### config.mk
export PLATFORM = sky130hd
export DESIGN_NAME = sha256_round_engine
export DESIGN_NICKNAME = d
export VERILOG_FILES = /design/src/rtl/sha256_round_engine.sv
export SDC_FILE = /design/constraint.sdc
export NUM_CORES = 2
export LEC_CHECK = 0
export ABC_AREA = 1
export CAP_MARGIN = 20
export CORE_MARGIN = 2
export CORE_UTILIZATION = 40
export DETAILED_ROUTE_END_ITERATION = 8
export GPL_ROUTABILITY_DRIVEN = 1
export HOLD_SLACK_MARGIN = 0.15
export SLEW_MARGIN = 30
export SYNTH_ARGS = -nofsm -noshare
export SYNTH_HDL_FRONTEND = slang
export SYNTH_SLANG_ARGS = --single-unit
### constraint.sdc
create_clock -name clk -period 7.3 [get_ports clk]
set_clock_uncertainty 0.05 [all_clocks]
set_input_delay 2.19 -clock clk [delete_from_list [all_inputs] [get_ports clk]]
set_output_delay 2.19 -clock clk [all_outputs]
set_load 0.05 [all_outputs]
### src/rtl/sha256_round_engine.sv
// Iterative SHA-256 compression core with an on-the-fly message schedule.
// Optional macro SHA256_IV_EN adds a use_iv input that substitutes the standard IV for chain_in.
module sha256_round_engine #(
    parameter int ROUNDS_PER_CYCLE = 1,
    parameter int ROUNDS           = 64
) (
    input  logic         clk,
    input  logic         rst,
    input  logic         in_valid,
    output logic         in_ready,
    input  logic [511:0] block_in,
    input  logic [255:0] chain_in,
`ifdef SHA256_IV_EN
    input  logic         use_iv,
`endif
    output logic         out_valid,
    input  logic         out_ready,
    output logic [255:0] digest_out,
    output logic         busy
);

    localparam int R = ROUNDS_PER_CYCLE;
    localparam logic [6:0] LAST_CNT = 7'(ROUNDS - R);

    generate
        if (!(R == 1 || R == 2 || R == 4)) begin : g_bad_rounds_per_cycle
            $error("sha256_round_engine: ROUNDS_PER_CYCLE must be 1, 2 or 4");
        end
        if ((ROUNDS % R) != 0 || ROUNDS > 64 || ROUNDS < R) begin : g_bad_rounds
            $error("sha256_round_engine: ROUNDS must be a multiple of ROUNDS_PER_CYCLE and at most 64");
        end
    endgenerate

    localparam logic [31:0] K_ROM [64] = '{
        32'h428a2f98, 32'h71374491, 32'hb5c0fbcf, 32'he9b5dba5, 32'h3956c25b, 32'h59f111f1, 32'h923f82a4, 32'hab1c5ed5,
        32'hd807aa98, 32'h12835b01, 32'h243185be, 32'h550c7dc3, 32'h72be5d74, 32'h80deb1fe, 32'h9bdc06a7, 32'hc19bf174,
        32'he49b69c1, 32'hefbe4786, 32'h0fc19dc6, 32'h240ca1cc, 32'h2de92c6f, 32'h4a7484aa, 32'h5cb0a9dc, 32'h76f988da,
        32'h983e5152, 32'ha831c66d, 32'hb00327c8, 32'hbf597fc7, 32'hc6e00bf3, 32'hd5a79147, 32'h06ca6351, 32'h14292967,
        32'h27b70a85, 32'h2e1b2138, 32'h4d2c6dfc, 32'h53380d13, 32'h650a7354, 32'h766a0abb, 32'h81c2c92e, 32'h92722c85,
        32'ha2bfe8a1, 32'ha81a664b, 32'hc24b8b70, 32'hc76c51a3, 32'hd192e819, 32'hd6990624, 32'hf40e3585, 32'h106aa070,
        32'h19a4c116, 32'h1e376c08, 32'h2748774c, 32'h34b0bcb5, 32'h391c0cb3, 32'h4ed8aa4a, 32'h5b9cca4f, 32'h682e6ff3,
        32'h748f82ee, 32'h78a5636f, 32'h84c87814, 32'h8cc70208, 32'h90befffa, 32'ha4506ceb, 32'hbef9a3f7, 32'hc67178f2
    };

    typedef enum logic [1:0] {
        ST_IDLE,
        ST_RUN,
        ST_FINAL,
        ST_DONE
    } state_t;

    function automatic logic [31:0] rotr(input logic [31:0] x, input int n);
        return (x >> n) | (x << (32 - n));
    endfunction

    function automatic logic [31:0] big_sigma0(input logic [31:0] x);
        return rotr(x, 2) ^ rotr(x, 13) ^ rotr(x, 22);
    endfunction

    function automatic logic [31:0] big_sigma1(input logic [31:0] x);
        return rotr(x, 6) ^ rotr(x, 11) ^ rotr(x, 25);
    endfunction

    function automatic logic [31:0] small_sigma0(input logic [31:0] x);
        return rotr(x, 7) ^ rotr(x, 18) ^ (x >> 3);
    endfunction

    function automatic logic [31:0] small_sigma1(input logic [31:0] x);
        return rotr(x, 17) ^ rotr(x, 19) ^ (x >> 10);
    endfunction

    function automatic logic [31:0] ch(input logic [31:0] e, input logic [31:0] f, input logic [31:0] g);
        return (e & f) ^ (~e & g);
    endfunction

    function automatic logic [31:0] maj(input logic [31:0] a, input logic [31:0] b, input logic [31:0] c);
        return (a & b) ^ (a & c) ^ (b & c);
    endfunction

    // Working state is packed {a,b,c,d,e,f,g,h} with a in the top word, like chain_in.
    function automatic logic [255:0] round_step(input logic [255:0] s, input logic [31:0] k,
                                                input logic [31:0] w);
        logic [31:0] a, b, c, d, e, f, g, h, t1, t2;
        {a, b, c, d, e, f, g, h} = s;
        t1 = h + big_sigma1(e) + ch(e, f, g) + k + w;
        t2 = big_sigma0(a) + maj(a, b, c);
        return {t1 + t2, a, b, c, d + t1, e, f, g};
    endfunction

    function automatic logic [255:0] add_words(input logic [255:0] x, input logic [255:0] y);
        logic [255:0] r;
        r = '0;
        for (int i = 0; i < 8; i++) begin
            r[32*i +: 32] = x[32*i +: 32] + y[32*i +: 32];
        end
        return r;
    endfunction

    state_t        state;
    state_t        next_state;
    logic [6:0]    round_cnt;
    logic [255:0]  work;
    logic [255:0]  h_reg;
    logic [31:0]   sched [16];
    logic [31:0]   ext [16+R];
    logic [255:0]  stage [R+1];
    logic [255:0]  chain_sel;
    logic          accept;
    logic          last_run;

`ifdef SHA256_IV_EN
    localparam logic [255:0] SHA256_IV = {
        32'h6a09e667, 32'hbb67ae85, 32'h3c6ef372, 32'ha54ff53a,
        32'h510e527f, 32'h9b05688c, 32'h1f83d9ab, 32'h5be0cd19
    };
    assign chain_sel = use_iv ? SHA256_IV : chain_in;
`else
    assign chain_sel = chain_in;
`endif

    // State is IDLE throughout reset, so qualify ready with rst to keep it low while asserted.
    assign in_ready = (state == ST_IDLE) && rst;
    assign accept   = in_valid && in_ready;
    assign busy     = (state == ST_RUN) || (state == ST_FINAL);
    assign last_run = (round_cnt == LAST_CNT);

    // ext[k] holds W[t+k]; the R words past the window are derived in series.
    always_comb begin
        for (int i = 0; i < 16; i++) begin
            ext[i] = sched[i];
        end
        for (int j = 0; j < R; j++) begin
            ext[16+j] = small_sigma1(ext[14+j]) + ext[9+j] + small_sigma0(ext[1+j]) + ext[j];
        end
    end

    always_comb begin
        stage[0] = work;
        for (int i = 0; i < R; i++) begin
            stage[i+1] = round_step(stage[i], K_ROM[round_cnt[5:0] + 6'(i)], ext[i]);
        end
    end

    always_ff @(posedge clk or negedge rst) begin
        if (!rst) begin
            state <= ST_IDLE;
        end else begin
            state <= next_state;
        end
    end

    always_comb begin
        next_state = state;
        case (state)
            ST_IDLE:  if (accept) next_state = ST_RUN;
            ST_RUN:   if (last_run) next_state = ST_FINAL;
            ST_FINAL: next_state = ST_DONE;
            ST_DONE:  if (out_ready) next_state = ST_IDLE;
            default:  next_state = ST_IDLE;
        endcase
    end

    always_ff @(posedge clk or negedge rst) begin
        if (!rst) begin
            round_cnt  <= '0;
            work       <= '0;
            h_reg      <= '0;
            digest_out <= '0;
            out_valid  <= 1'b0;
            for (int i = 0; i < 16; i++) begin
                sched[i] <= '0;
            end
        end else begin
            case (state)
                ST_IDLE: begin
                    if (accept) begin
                        round_cnt <= '0;
                        work      <= chain_sel;
                        h_reg     <= chain_sel;
                        for (int i = 0; i < 16; i++) begin
                            sched[i] <= block_in[511-32*i -: 32];
                        end
                    end
                end
                ST_RUN: begin
                    round_cnt <= round_cnt + 7'(R);
                    work      <= stage[R];
                    for (int i = 0; i < 16; i++) begin
                        sched[i] <= ext[i+R];
                    end
                end
                ST_FINAL: begin
                    digest_out <= add_words(h_reg, work);
                    out_valid  <= 1'b1;
                end
                ST_DONE: begin
                    if (out_ready) begin
                        out_valid <= 1'b0;
                    end
                end
                default: begin
                    out_valid <= 1'b0;
                end
            endcase
        end
    end

endmodule

# Yosys cells after proc, flatten, opt, wreduce, memory -nomap -nowiden
# Memories as Yosys holds them, arrays and structs flattened.
# Cells that the tools add are included.
word_totals:
  regBits: 1290
  rom_bits: 2048
  inputBits: 772
  output_inout_bits: 259
  n_memories: 1
mem_list:
  columns: ["memory", "depth", "word_bits", "rd", "rd_clocked_by_memory_dff", "write_ports", "line", "rtl"]
  rows:
  - ["(no name shown)", 64, 32, 1, 0, 0, "140", "stage[i+1] = round_step(stage[i], K_ROM[round_cnt[5:0] + 6'(i)], ext[i]);"]
op_classes:
  add_sub_neg: 19
  magnitude_cmp: 1
  eq_ne: 7
  mux: 14
  n_bitwise: 28
  reduce_logical: 10
ops:
  columns: ["cell", "count"]
  rows:
  - ["512-bit one-hot mux with 2 select lines", 1]
  - ["32-bit adder", 18]
  - ["512-bit two-way mux", 1]
  - ["256-bit one-hot mux with 2 select lines", 1]
  - ["32-bit bitwise XOR", 9]
  - ["256-bit two-way mux", 1]
  - ["32-bit bitwise AND", 5]
  - ["32-bit two-way mux", 2]
  - ["32-bit NOT", 1]
  - ["10-bit by 32-bit bitwise OR with 32-bit output", 1]
  - ["13-bit by 32-bit bitwise OR with 32-bit output", 1]
  - ["14-bit by 32-bit bitwise OR with 32-bit output", 1]
  - ["15-bit by 32-bit bitwise OR with 32-bit output", 1]
  - ["19-bit by 32-bit bitwise OR with 32-bit output", 1]
  - ["21-bit by 32-bit bitwise OR with 32-bit output", 1]
  - ["25-bit by 32-bit bitwise OR with 32-bit output", 1]
  - ["26-bit by 32-bit bitwise OR with 32-bit output", 1]
  - ["30-bit by 32-bit bitwise OR with 32-bit output", 1]
  - ["7-bit by 32-bit bitwise OR with 32-bit output", 1]
  - ["32-bit by 22-bit bitwise XOR with 32-bit output", 1]
  - ["32-bit by 29-bit bitwise XOR with 32-bit output", 1]
  - ["7-bit one-hot mux with 2 select lines", 1]
  - ["2-bit one-hot mux with 4 select lines", 1]
  - ["7-bit by 1-bit adder with 7-bit output (second input constant)", 1]
  - ["16 further kinds", 25]

# Logic depth before layout (Yosys ltp)
logic_depth:
  ltp_word: 9
  depth_mapped: 46

# Least setup slack after synthesis
# OpenSTA, ideal clock, no wires.
synth_timing:
  path_kind: "register to register"
  from: "reg round_cnt[1]"
  to: "reg work[247]"
  setup_time_ps: 131
  arrival_time_ps: 6696
  required_time_ps: 7119
  slack_ps: 423
  path_stages_with_launch: 36
  n_path_buf: 1
  period_less_slack_ps: 6877
  path_cell_list: "dfrtp_1 -> clkbuf_2 -> inv_1 -> ha_1 -> nand2_1 -> inv_1 -> o21ai_0 -> a21oi_1 -> o31ai_1 -> fa_1 -> fa_1 -> fa_1 -> inv_1 -> ha_1 -> inv_1 -> fa_1 -> inv_1 -> nand2_1 -> nand3_2 -> a21oi_2 -> o21ai_2 -> nand2_1 -> nand2_2 -> a21boi_4 -> o21ai_2 -> xnor2_1 -> fa_1 -> inv_1 -> ha_1 -> nand2_1 -> nor4_1 -> nand3_1 -> o21ai_1 -> xor2_1 -> o21ai_1 -> o21ai_0"
synth_via:
  elab_chain_len: 8
synth_rtl:
  columns: ["item", "line", "rtl"]
  rows:
  - ["from (decl)", "101", "logic [6:0] round_cnt;"]
  - ["from (signal assigned)", "186", "round_cnt <= round_cnt + 7'(R);"]
  - ["6-bit NOT with 7-bit output (not written as such)", "140", null]
  - ["memory 64 x 32 bit", null, null]
  - ["32-bit two-way mux (not written as such) (2 in a row)", "140", null]
  - ["32-bit adder (2 in a row)", "85", "t1 = h + big_sigma1(e) + ch(e, f, g) + k + w;"]
  - ["32-bit adder", "87", "return {t1 + t2, a, b, c, d + t1, e, f, g};"]
  - ["256-bit one-hot mux with 2 select lines", "174", "case (state)"]
  - ["to (signal assigned)", "178", "work <= chain_sel;"]
  - ["to (signal assigned)", "187", "work <= stage[R];"]
  - ["to (decl)", "102", "logic [255:0] work;"]
# Every way passes these cells. The select of a mux whose other input is x is not followed.
# A chain may end at the register's enable or synchronous reset.

# Final worst setup path
layout_timing:
  from: "reg round_cnt[0]"
  to: "reg work[126]"
# The elaborated chain is that of the path after synthesis.

==> out/results.ini <==
[drt]
avgRoutedWirePerCell_um=25.94
first_pass_iters=8
drc=0
drtIter0Drc=8489
vias=86361
drt-vias-per-instance=5.466
wl_mm=409.9
postRouteAntennaNets=0

[sta]
max_slew_margin=0.2922
rsz0062_at_grt=true
hold_ws_ns=0.4203
setup_viol=0
worst_slack_ns=0.1928
hold_viol=0
period_share=0.9736
tns_ns=0
worstMarginPinSlew_ns=1.051
period_minus_slack_ns=7.107
clock.fmax_ghz=0.1407
slew_viol_final=0

[synthesis]
ys.flop_type=dfrtp_1
avgSynthCellArea_um2=7.547
synth_edf_count=0
synth_top_family_by_area=simple AND/OR/NAND/NOR gates
synthArstFlopShare=1.000
synth-seq-cells=1290
synth-xor-area-share=0.04560
yosysWarningCount=0
synth-adder-area-share=0.1024
synth.distinct_cells=70
ys_seq_area_frac=0.3719
synth-simple-area-share=0.2141
yosys-mux-area-fraction=0
syn_nets=12865
synth-compound-area-share=0.1792
syn-cell-area_um2=86790
postSynthCellCount=11500

[die]
die-area_um2=220700
core_area_um2=215000
initial_core_util=0.4036
placementRows=170
die_w_um=469.8
die_height_um=469.8
io_pins=1031

[cts]
cts_tree=done
h-tree-depth=4
cts_sinks=1290
clk_latency_ns=0.85
cts_buffer_depth=3
cts-root-buf=clkbuf_16
cts_hold_buf=0
cts_buffers=151
path_clk_slew_ns=0.06

[cells_and_area]
area_delta_synth_final_pct=27.75
final_nets=14175
fillerInstances=20956
final_cell_mix=nand2_1 (3,158), inv_1 (1,376), dfrtp_1 (1,290), clkdlybuf4s50_1 (1,028), o21ai_0 (940)
mostFrequentLayoutCell=nand2_1
drive_gt1_frac=0.1069
layout.cells.non_filler=15801
largest_register_ffs=512

[job]
cap_violations=0

[global_route]
grt_pass1_wl_mm=582.3
grt_use_total=0.3593
antenna_found_initial=57
overflow=0
grt_max_degree=220
grt_pass1_vias=83673

[placed_design]
place_congestion=1.018
place_ws_ns=-0.7480
place_hpwl_mm=332.0
dp.cells=15467
portBuffers=1030

[worst_setup_path]
cp_slowest_stage_delay_ns=0.54
critPathCaptureType=flop
crit_fanout=6
slowest_stage=fa_1
critPathRequiredTime_ns=7.96
r2r_cells=36
r2r_start=round_cnt[0]
crit_type=flop to flop
r2r_slack_ns=0.19
crit_start=round_cnt[0]
crit_buf_inv=11
path_delay_family=adder cells
r2r_end=work[126]
path_common_cell=buf_4
critPathLaunchType=flop
cp.arrival_ns=7.77

[run_status]
status=finished clean

[hold_path]
min_from=digest_out[224]
holdPathEnd=digest_out[224]
min_path_cells=2
worstHoldPathType=flop to flop

through the flow:
stage | util | cell area [µm²]
global route | 0.5154 | 110800
global placement | 0.4819 | 103600
finish | 0.5156 | 110900
detailed placement | 0.4820 | 103600
CTS | 0.5077 | 109200
floorplan | - | 86790
synth_stat cells, types with 48 or more instances:
library cell	count	area [µm²]
nand3_1	291	1456
o21ai_0	988	4945
buf_2	130	650.6
nand2_1	3200	12010
a31oi_1	444	2778
a21oi_1	347	1737
inv_1	1402	5263
xnor2_1	210	1839
nor2_1	881	3307
fa_1	195	3904
clkbuf_1	364	1366
ha_1	398	4980
or2_2	48	300.3
nor3_1	72	360.4
xor2_1	240	2102
nand4_1	72	450.4
o211ai_1	373	2800
a21o_1	57	427.9
o21bai_1	67	503.0
dfrtp_1	1290	32280
worst reg2reg max path, delay by kind of cell (launching register included):
kind	cells	cell delay, ns
adders and majority gates	6	2.37
and+or+nand+nor	7	0.54
DFF	1	0.40
xor gates and xnor gates	1	0.28
buffers and inverters	11	1.39
AOI/OAI and AO/OA	11	2.01
worst max path at each step:
stage                end  cells after the start
2_1_floorplan  work[247]                     35
3_3_place_gp   work[255]                     34
3_5_place_dp   work[247]                     33
4_1_cts        work[252]                     41
5_1_grt        work[251]                     42
6_report       work[126]                     36
kinds of logic after synthesis:
kind of cell / after synthesis
adder cells (fa/ha/maj): 593
buffers and inverters: 1947
AND/OR/NAND/NOR: 4658
AO/OA/AOI/OAI: 2561
XOR/XNOR: 451
flip-flops: 1290
metal layers:
metal / track usage / wire length [µm] / up-vias
li1: - / - / 40203
met1: 0.4822 / 174600 / 41965
met2: 0.5652 / 183700 / 3470
met3: 0.06463 / 30060 / 683
met4: 0.1616 / 21270 / 40
met5: 0 / 275 / -
layout make-up:
| cell class | instances | area, µm² | share of cell area |
|---|---|---|---|
| Antenna cell | 33 | 82.58 | 0.0007448 |
| Clock buffer | 218 | 4342 | 0.03916 |
| Clock inverter | 55 | 774.5 | 0.006985 |
| Inverter | 1412 | 5326 | 0.04804 |
| Multi-Input combinational cell | 8263 | 48670 | 0.4390 |
| Sequential cell | 1290 | 32280 | 0.2911 |
| Tap cell | 2838 | 3551 | 0.03203 |
| Timing Repair Buffer | 1692 | 15850 | 0.1430 |
repair_timing:
action	4_1_cts	5_1_grt
setup buffers	5	23
endpoints found under the setup margin	38	41
pin swaps	14	125
resized for setup	95	326
Power is not shown: default switching activity piles up to over one toggle a cycle in this logic, so the estimate is an artifact.
